## config.mk

```make
export PLATFORM = sky130hd
export DESIGN_NAME = fb_speed_meter
export DESIGN_NICKNAME = d
export VERILOG_FILES = /design/src/rtl/fb_speed_pkg.sv /design/src/rtl/fb_edge_filter.sv /design/src/rtl/fb_speed_meter.sv
export SDC_FILE = /design/constraint.sdc
export NUM_CORES = 1
export LEC_CHECK = 0
export CAP_MARGIN = 20
export CORE_MARGIN = 5
export CORE_UTILIZATION = 53
export DETAILED_ROUTE_END_ITERATION = 12
export PLACE_DENSITY = 0.79
export SLEW_MARGIN = 5
export SYNTH_ARGS = -nofsm -noshare
export SYNTH_HDL_FRONTEND = slang
export SYNTH_SLANG_ARGS = --single-unit
```

## constraint.sdc

```tcl
create_clock -name clk -period 2.1 [get_ports clk]
set_input_delay 0.42 -clock clk [delete_from_list [all_inputs] [get_ports clk]]
set_output_delay 0.42 -clock clk [all_outputs]
set_load 0.01 [all_outputs]
```

## src/rtl/fb_speed_pkg.sv

```systemverilog
// Shared constants and helpers for the motor feedback speed meter.
// Holds the default timing for a 125 MHz clk and the width helper used for internal counters.
package fb_speed_pkg;

    localparam int CLK_HZ          = 125000000;
    localparam int DEF_WIN_CYC     = CLK_HZ / 10;
    localparam int DEF_FILT_CYC    = 8;
    localparam int DEF_CNT_W       = 16;
    localparam int DEF_SYNC_STAGES = 2;

    // Bits needed to hold values 0..n-1, never less than 1.
    function automatic int clog2(input int n);
        int r;
        int v;
        r = 0;
        v = n - 1;
        while (v > 0) begin
            r = r + 1;
            v = v >>> 1;
        end
        return (r < 1) ? 1 : r;
    endfunction

endpackage

```

## src/rtl/fb_edge_filter.sv

```systemverilog
// One feedback channel: multi-flop synchroniser, stability glitch filter and a
// registered one-cycle pulse on each rising edge of the filtered level.
module fb_edge_filter
    import fb_speed_pkg::*;
#(
    parameter int SYNC_STAGES = DEF_SYNC_STAGES,
    parameter int FILT_CYC    = DEF_FILT_CYC
) (
    input  logic clk,
    input  logic n_rst,
    input  logic din_i,
    output logic rise_o
);

    localparam int STAB_W = clog2(FILT_CYC + 1);
    localparam logic [STAB_W-1:0] STAB_LAST = STAB_W'(FILT_CYC - 1);

    logic [SYNC_STAGES-1:0] sync_q, sync_d;
    logic                   sync_bit;
    logic [STAB_W-1:0]      stab_q, stab_d;
    logic                   filt_q, filt_d;
    logic                   rise_q, rise_d;

    assign sync_bit = sync_q[SYNC_STAGES-1];

    // stab_q counts consecutive cycles in which the synchronised bit disagrees
    // with the filtered level; the level flips on the FILT_CYC-th such cycle.
    always_comb begin
        sync_d = {sync_q[SYNC_STAGES-2:0], din_i};
        stab_d = '0;
        filt_d = filt_q;
        if (sync_bit != filt_q) begin
            if (stab_q == STAB_LAST) begin
                filt_d = sync_bit;
            end else begin
                stab_d = stab_q + STAB_W'(1);
            end
        end
        rise_d = filt_d & ~filt_q;
    end

    always_ff @(posedge clk) begin
        if (!n_rst) begin
            sync_q <= '0;
            stab_q <= '0;
            filt_q <= 1'b0;
            rise_q <= 1'b0;
        end else begin
            sync_q <= sync_d;
            stab_q <= stab_d;
            filt_q <= filt_d;
            rise_q <= rise_d;
        end
    end

    assign rise_o = rise_q;

endmodule

```

## src/rtl/fb_speed_meter.sv

```systemverilog
// Multi-channel feedback pulse-rate meter: counts filtered rising edges per fixed window.
// Define FB_SPEED_AVG_EN to report a 4-window moving average instead of the raw count.
module fb_speed_meter
    import fb_speed_pkg::*;
#(
    parameter int N_CH        = 2,
    parameter int WIN_CYC     = DEF_WIN_CYC,
    parameter int CNT_W       = DEF_CNT_W,
    parameter int SYNC_STAGES = DEF_SYNC_STAGES,
    parameter int FILT_CYC    = DEF_FILT_CYC
) (
    input  logic                   clk,
    input  logic                   n_rst,
    input  logic [N_CH-1:0]        inp_fbp,
    output logic [N_CH*CNT_W-1:0]  edge_out,
    output logic [N_CH-1:0]        ovf,
    output logic                   valid,
    output logic [31:0]            win_cnt
);

    // Output protocol: valid is a single-cycle strobe with no back-pressure;
    // edge_out and ovf change only together with it and hold until the next strobe.

    localparam int WIN_W = clog2(WIN_CYC);
    localparam logic [WIN_W-1:0] WIN_LAST = WIN_W'(WIN_CYC - 1);
    localparam logic [CNT_W-1:0] CNT_MAX  = '1;

    logic [N_CH-1:0]  rise;
    logic [WIN_W-1:0] win_q, win_d;
    logic             terminal;
    logic             valid_q;

    logic [CNT_W-1:0] live_q    [N_CH];
    logic [CNT_W-1:0] live_d    [N_CH];
    logic [CNT_W-1:0] cnt_nxt   [N_CH];
    logic [CNT_W-1:0] lat_q     [N_CH];
    logic [CNT_W-1:0] lat_d     [N_CH];
    logic [N_CH-1:0]  hit;
    logic [N_CH-1:0]  sticky_q, sticky_d;
    logic [N_CH-1:0]  lat_ovf_q, lat_ovf_d;

    for (genvar k = 0; k < N_CH; k++) begin : g_ch
        fb_edge_filter #(
            .SYNC_STAGES (SYNC_STAGES),
            .FILT_CYC    (FILT_CYC)
        ) u_filt (
            .clk    (clk),
            .n_rst  (n_rst),
            .din_i  (inp_fbp[k]),
            .rise_o (rise[k])
        );

        // Saturating increment; an edge at full scale is remembered as overflow.
        assign hit[k]     = rise[k] & (live_q[k] == CNT_MAX);
        assign cnt_nxt[k] = (rise[k] && !hit[k]) ? live_q[k] + CNT_W'(1) : live_q[k];
    end

    assign terminal = (win_q == WIN_LAST);

    always_comb begin
        win_d     = terminal ? '0 : win_q + WIN_W'(1);
        live_d    = live_q;
        lat_d     = lat_q;
        sticky_d  = sticky_q;
        lat_ovf_d = lat_ovf_q;
        for (int k = 0; k < N_CH; k++) begin
            if (terminal) begin
                // An edge landing on the terminal cycle belongs to the closing window.
                lat_d[k]     = cnt_nxt[k];
                lat_ovf_d[k] = sticky_q[k] | hit[k];
                live_d[k]    = '0;
                sticky_d[k]  = 1'b0;
            end else begin
                live_d[k]    = cnt_nxt[k];
                sticky_d[k]  = sticky_q[k] | hit[k];
            end
        end
    end

    always_ff @(posedge clk) begin
        if (!n_rst) begin
            win_q     <= '0;
            sticky_q  <= '0;
            lat_ovf_q <= '0;
            valid_q   <= 1'b0;
            for (int k = 0; k < N_CH; k++) begin
                live_q[k] <= '0;
                lat_q[k]  <= '0;
            end
        end else begin
            win_q     <= win_d;
            live_q    <= live_d;
            lat_q     <= lat_d;
            sticky_q  <= sticky_d;
            lat_ovf_q <= lat_ovf_d;
            valid_q   <= terminal;
        end
    end

    assign win_cnt = 32'(win_q);

`ifdef FB_SPEED_AVG_EN
    localparam int SUM_W = CNT_W + 2;

    // lat_q is the newest of the four history entries; hist_q[k][0..2] are the older three.
    logic [CNT_W-1:0] hist_q  [N_CH][3];
    logic [2:0]       hovf_q  [N_CH];
    logic [SUM_W-1:0] sum     [N_CH];
    logic [CNT_W-1:0] avg_q   [N_CH];
    logic [N_CH-1:0]  avg_ovf_q;
    logic             avg_valid_q;

    for (genvar k = 0; k < N_CH; k++) begin : g_sum
        assign sum[k] = SUM_W'(lat_q[k]) + SUM_W'(hist_q[k][0])
                      + SUM_W'(hist_q[k][1]) + SUM_W'(hist_q[k][2]);
    end

    always_ff @(posedge clk) begin
        if (!n_rst) begin
            avg_ovf_q   <= '0;
            avg_valid_q <= 1'b0;
            for (int k = 0; k < N_CH; k++) begin
                for (int j = 0; j < 3; j++) begin
                    hist_q[k][j] <= '0;
                end
                hovf_q[k] <= '0;
                avg_q[k]  <= '0;
            end
        end else begin
            avg_valid_q <= valid_q;
            for (int k = 0; k < N_CH; k++) begin
                if (terminal) begin
                    hist_q[k][0] <= lat_q[k];
                    hist_q[k][1] <= hist_q[k][0];
                    hist_q[k][2] <= hist_q[k][1];
                    hovf_q[k]    <= {hovf_q[k][1:0], lat_ovf_q[k]};
                end
                if (valid_q) begin
                    avg_q[k]     <= sum[k][SUM_W-1:2];
                    avg_ovf_q[k] <= lat_ovf_q[k] | (|hovf_q[k]);
                end
            end
        end
    end

    for (genvar k = 0; k < N_CH; k++) begin : g_out
        assign edge_out[k*CNT_W +: CNT_W] = avg_q[k];
    end
    assign ovf   = avg_ovf_q;
    assign valid = avg_valid_q;
`else
    for (genvar k = 0; k < N_CH; k++) begin : g_out
        assign edge_out[k*CNT_W +: CNT_W] = lat_q[k];
    end
    assign ovf   = lat_ovf_q;
    assign valid = valid_q;
`endif

endmodule
```

==> results of run 1 <==
## final timing paths
| check | startpoint | end | cells past startpoint |
|---|---|---|---|
| min reg2reg | g_ch[1].u_filt.sync_q[0]$_SDFF_PN0_ | g_ch[1].u_filt.sync_q[1]$_SDFF_PN0_ | 1 |
| max | live_q[16]$_SDFF_PP0_ | edge_out[1]$_SDFFE_PN0N_ | 6 |
| max reg2reg | live_q[16]$_SDFF_PP0_ | edge_out[1]$_SDFFE_PN0N_ | 6 |
| min | g_ch[1].u_filt.sync_q[0]$_SDFF_PN0_ | g_ch[1].u_filt.sync_q[1]$_SDFF_PN0_ | 1 |
## metrics by stage
stage / total power [W] / cells / setup WS (ns) / cell area (um2) / hold slack, ns
after floorplan: 0.00219 / 491 / 0.225 / 4470 / 0.412
after global placement: 0.00221 / 657 / 0.117 / 5280 / 0.417
after detailed placement: 0.00221 / 657 / 0.0652 / 5280 / 0.426
after CTS: 0.00340 / 672 / 0.0578 / 5460 / 0.445
after global routing: 0.00351 / 673 / 0.00401 / 5480 / 0.468
final: 0.00337 / 673 / 0.169 / 5480 / 0.441
## layer usage
metal	routed length (um)	part of all wire [%]	up-vias
met4	146	1.4	0
met3	476	4.7	9
met5	0	0	-
met2	5140	51	86
met1	4310	43	1789
li1	-	-	1835
## cells by family (layout without fill, tap and decap cells)
kind of cell             Yosys count  after routing
AND/OR/NAND/NOR                  211            211
flip-flops                       109            109
AO/OA/AOI/OAI                     69             69
XOR/XNOR                          47             47
buffers and inverters             34            111
multiplexers                       8              8
adder cells (fa/ha/maj)            5              5
other                              1              8
## critical path: stages, from the launching register on
cell and delay, ns:
dfxtp_1 0.40, ha_1 0.24, nand4_1 0.13, or4_4 0.60
nand2_2 0.12, mux2i_1 0.24, a21oi_1 0.10
## cell usage in the layout, fill, tap and decap left out, drive strengths merged, types with 8 or more instances in the layout
master,count
o2bb2ai,10
buf,27
a21oi,22
clkdlybuf4s50,62
nor3,13
conb,8
nand4,17
dfxtp,109
o21ai,23
xnor2,18
nand2,25
and3,9
mux2i,8
xor2,29
nor2,80
clkbuf,11
nand3,25
and2,8
## state kept, by name (all words and copies together) (netlist names)
name,count
g_ch.u_filt.rise_o,2
g_ch.u_filt.filt_q,2
g_ch.u_filt.sync_q,4
ovf,2
live_q,32
edge_out,32
sticky_q,2
g_ch.u_filt.stab_q,8
valid,1
win_q,24
## cell type report
cell class              instances  area, um2  share of cell area [%]
clock inverters                 4       50.0                   0.914
inverters                       7       26.3                   0.480
repair buffers                 89        823                    15.0
well taps                     105        131                    2.40
multi-input cells             348       2130                    38.9
clock buffers                  11        131                    2.40
flip-flops and latches        109       2180                    39.9
## power breakdown
| part | switching [W] | internal, W | total, W | leakage (nW) |
|---|---|---|---|---|
| logic | 0.0000528 | 0.0000295 | 0.0000823 | 1.05 |
| registers | 0.00000735 | 0.00207 | 0.00208 | 0.879 |
| clock network | 0.000660 | 0.000545 | 0.00120 | 0.0854 |
## timing repair
action,CTS,global route
setup buffers,0,1
endpoints found under the setup margin,0,17
gates resized for setup,0,3
==> reports/qor.yml, run 1 <==
logic_synthesis:
  synth_edf_count: 0
  syn_area_per_cell_um2: 9.18
  synth-compound-area-share_pct: 9.35
  synth_top_family_by_area: "simple AND/OR/NAND/NOR gates"
  synth_xor_area_share_pct: 9.26
  synth-seq-area-share_pct: 49.1
  synth_top_area_share_pct: 49.1
  synth_fa_ha_area_share_pct: 1.41
  synth_flop_cell: "dfxtp_1"
  yosysTopAreaCell: "dfxtp_1"
  synth_warnings: 0
  ys_ff_latch: 109
  muxShareOfSynthArea_pct: 1.80
  synth_most_common_cell: "dfxtp_1"
  postSynthCellCount: 484
  async_reset_ff_share_pct: 0
  synthDistinctLibCells: 44
  synthesis.area_um2: 4440
  synth_common_cells: "dfxtp_1, nor2_1, xor2_1, nand3_1"
  yosys-top-cells-area: "dfxtp_1, nor2_1, xor2_1, xnor2_1, nand3_1"
  synth_simple_gate_area_share_pct: 25.0
grt:
  grt_max_degree: 28
  grt-ovfl-total: 0
  top_usage_layer: "met2"
  grt_pass1_wl_um: 16600
  grt_pass1_vias: 3524
  antenna_found_initial: 0
  met3_usage_pct: 4.34
  grtUsageTotal_pct: 20.3
  globalRouteMet1Util_pct: 25.2
  grt_util_met2_pct: 34.9
placed_design:
  routabilityCongestion: 0.923
  port_buffers: 62
  dpl.hpwl_um: 7490
clock_network:
  holdBufCountCts: 0
  worstSkewPairLatency_ns: 0.36
  cts_buffers: 9
  clockRootBuffer: "clkbuf_8"
  ctsLongestPathBuffers: 2
  tritoncts: "yes"
  cts.clk_slew.worst_paths_ns: 0.09
  clock_sinks: 109
  h-tree-depth: 3
timing:
  setup_viol: 0
  fmax_mhz: 518
  fin_crit_ns: 1.93
  finalCritPeriodShare_pct: 91.9
  maxSlewHeadroom_pct: 60.9
  finalClockSkew_ns: 0.00841
  hold_viol: 0
  rsz0062_at_grt: "no"
  final-max-slew-violation-count: 0
  tns_ns: 0
  tightest_slew_ns: 0.586
die:
  io_pins: 71
  die_y_um: 102
  die_w_um: 102
  core_area_um2: 8180
  start_util_pct: 54.4
  dieArea_um2: 10300
  num_rows: 33
layout:
  num_antenna_cells: 0
  fin_util_pct: 67.0
  nFillCells: 670
  fin_nets: 573
  drive_gt1_share_pct: 9.15
  area_growth_pct: 23.2
setup_path:
  endpoint_kind: "register"
  cp.required_ns: 2.35
  critPathLaunchType: "register"
  cp.arrival_ns: 2.19
  rrSetupSlack_ns: 0.17
  crit_fanout: 7
  path_class: "register to register"
route:
  dr_total_vias: 3719
  via_per_inst: 5.53
  first_pass_iters: 4
  antenna_left: 0
  drt-total-wl_um: 10100
  routedWlPerCell_um: 15.0
  drcViolationCount: 0
  drtIter0Drc: 165
status:
  status: "completed"
pwr:
  p_leak_nw: 2.01
  p_per_area_nw_per_um2: 615
  ir_drop_mv: 0.571
run:
  drv_cap: 0
min_path:
  hold_class: "register to register"
Note: power is estimated with default switching activity, not from simulation.
==> run 2: changes to the inputs <==
--- a/config.mk
+++ b/config.mk
@@ -10,7 +10,7 @@
 export CORE_UTILIZATION = 53
 export DETAILED_ROUTE_END_ITERATION = 12
 export PLACE_DENSITY = 0.79
-export SLEW_MARGIN = 5
+export SLEW_MARGIN = 20
 export SYNTH_ARGS = -nofsm -noshare
 export SYNTH_HDL_FRONTEND = slang
 export SYNTH_SLANG_ARGS = --single-unit
==> results of run 2 <==
Same layout as run 1: the final DEF is identical, and so are final timing and power.
==> run 3: changes to the inputs <==
--- a/config.mk
+++ b/config.mk
@@ -5,7 +5,6 @@
 export SDC_FILE = /design/constraint.sdc
 export NUM_CORES = 1
 export LEC_CHECK = 0
-export CAP_MARGIN = 20
 export CORE_MARGIN = 5
 export CORE_UTILIZATION = 53
 export DETAILED_ROUTE_END_ITERATION = 12
==> results of run 3 <==
Same layout as run 1: the final DEF is identical, and so are final timing and power.
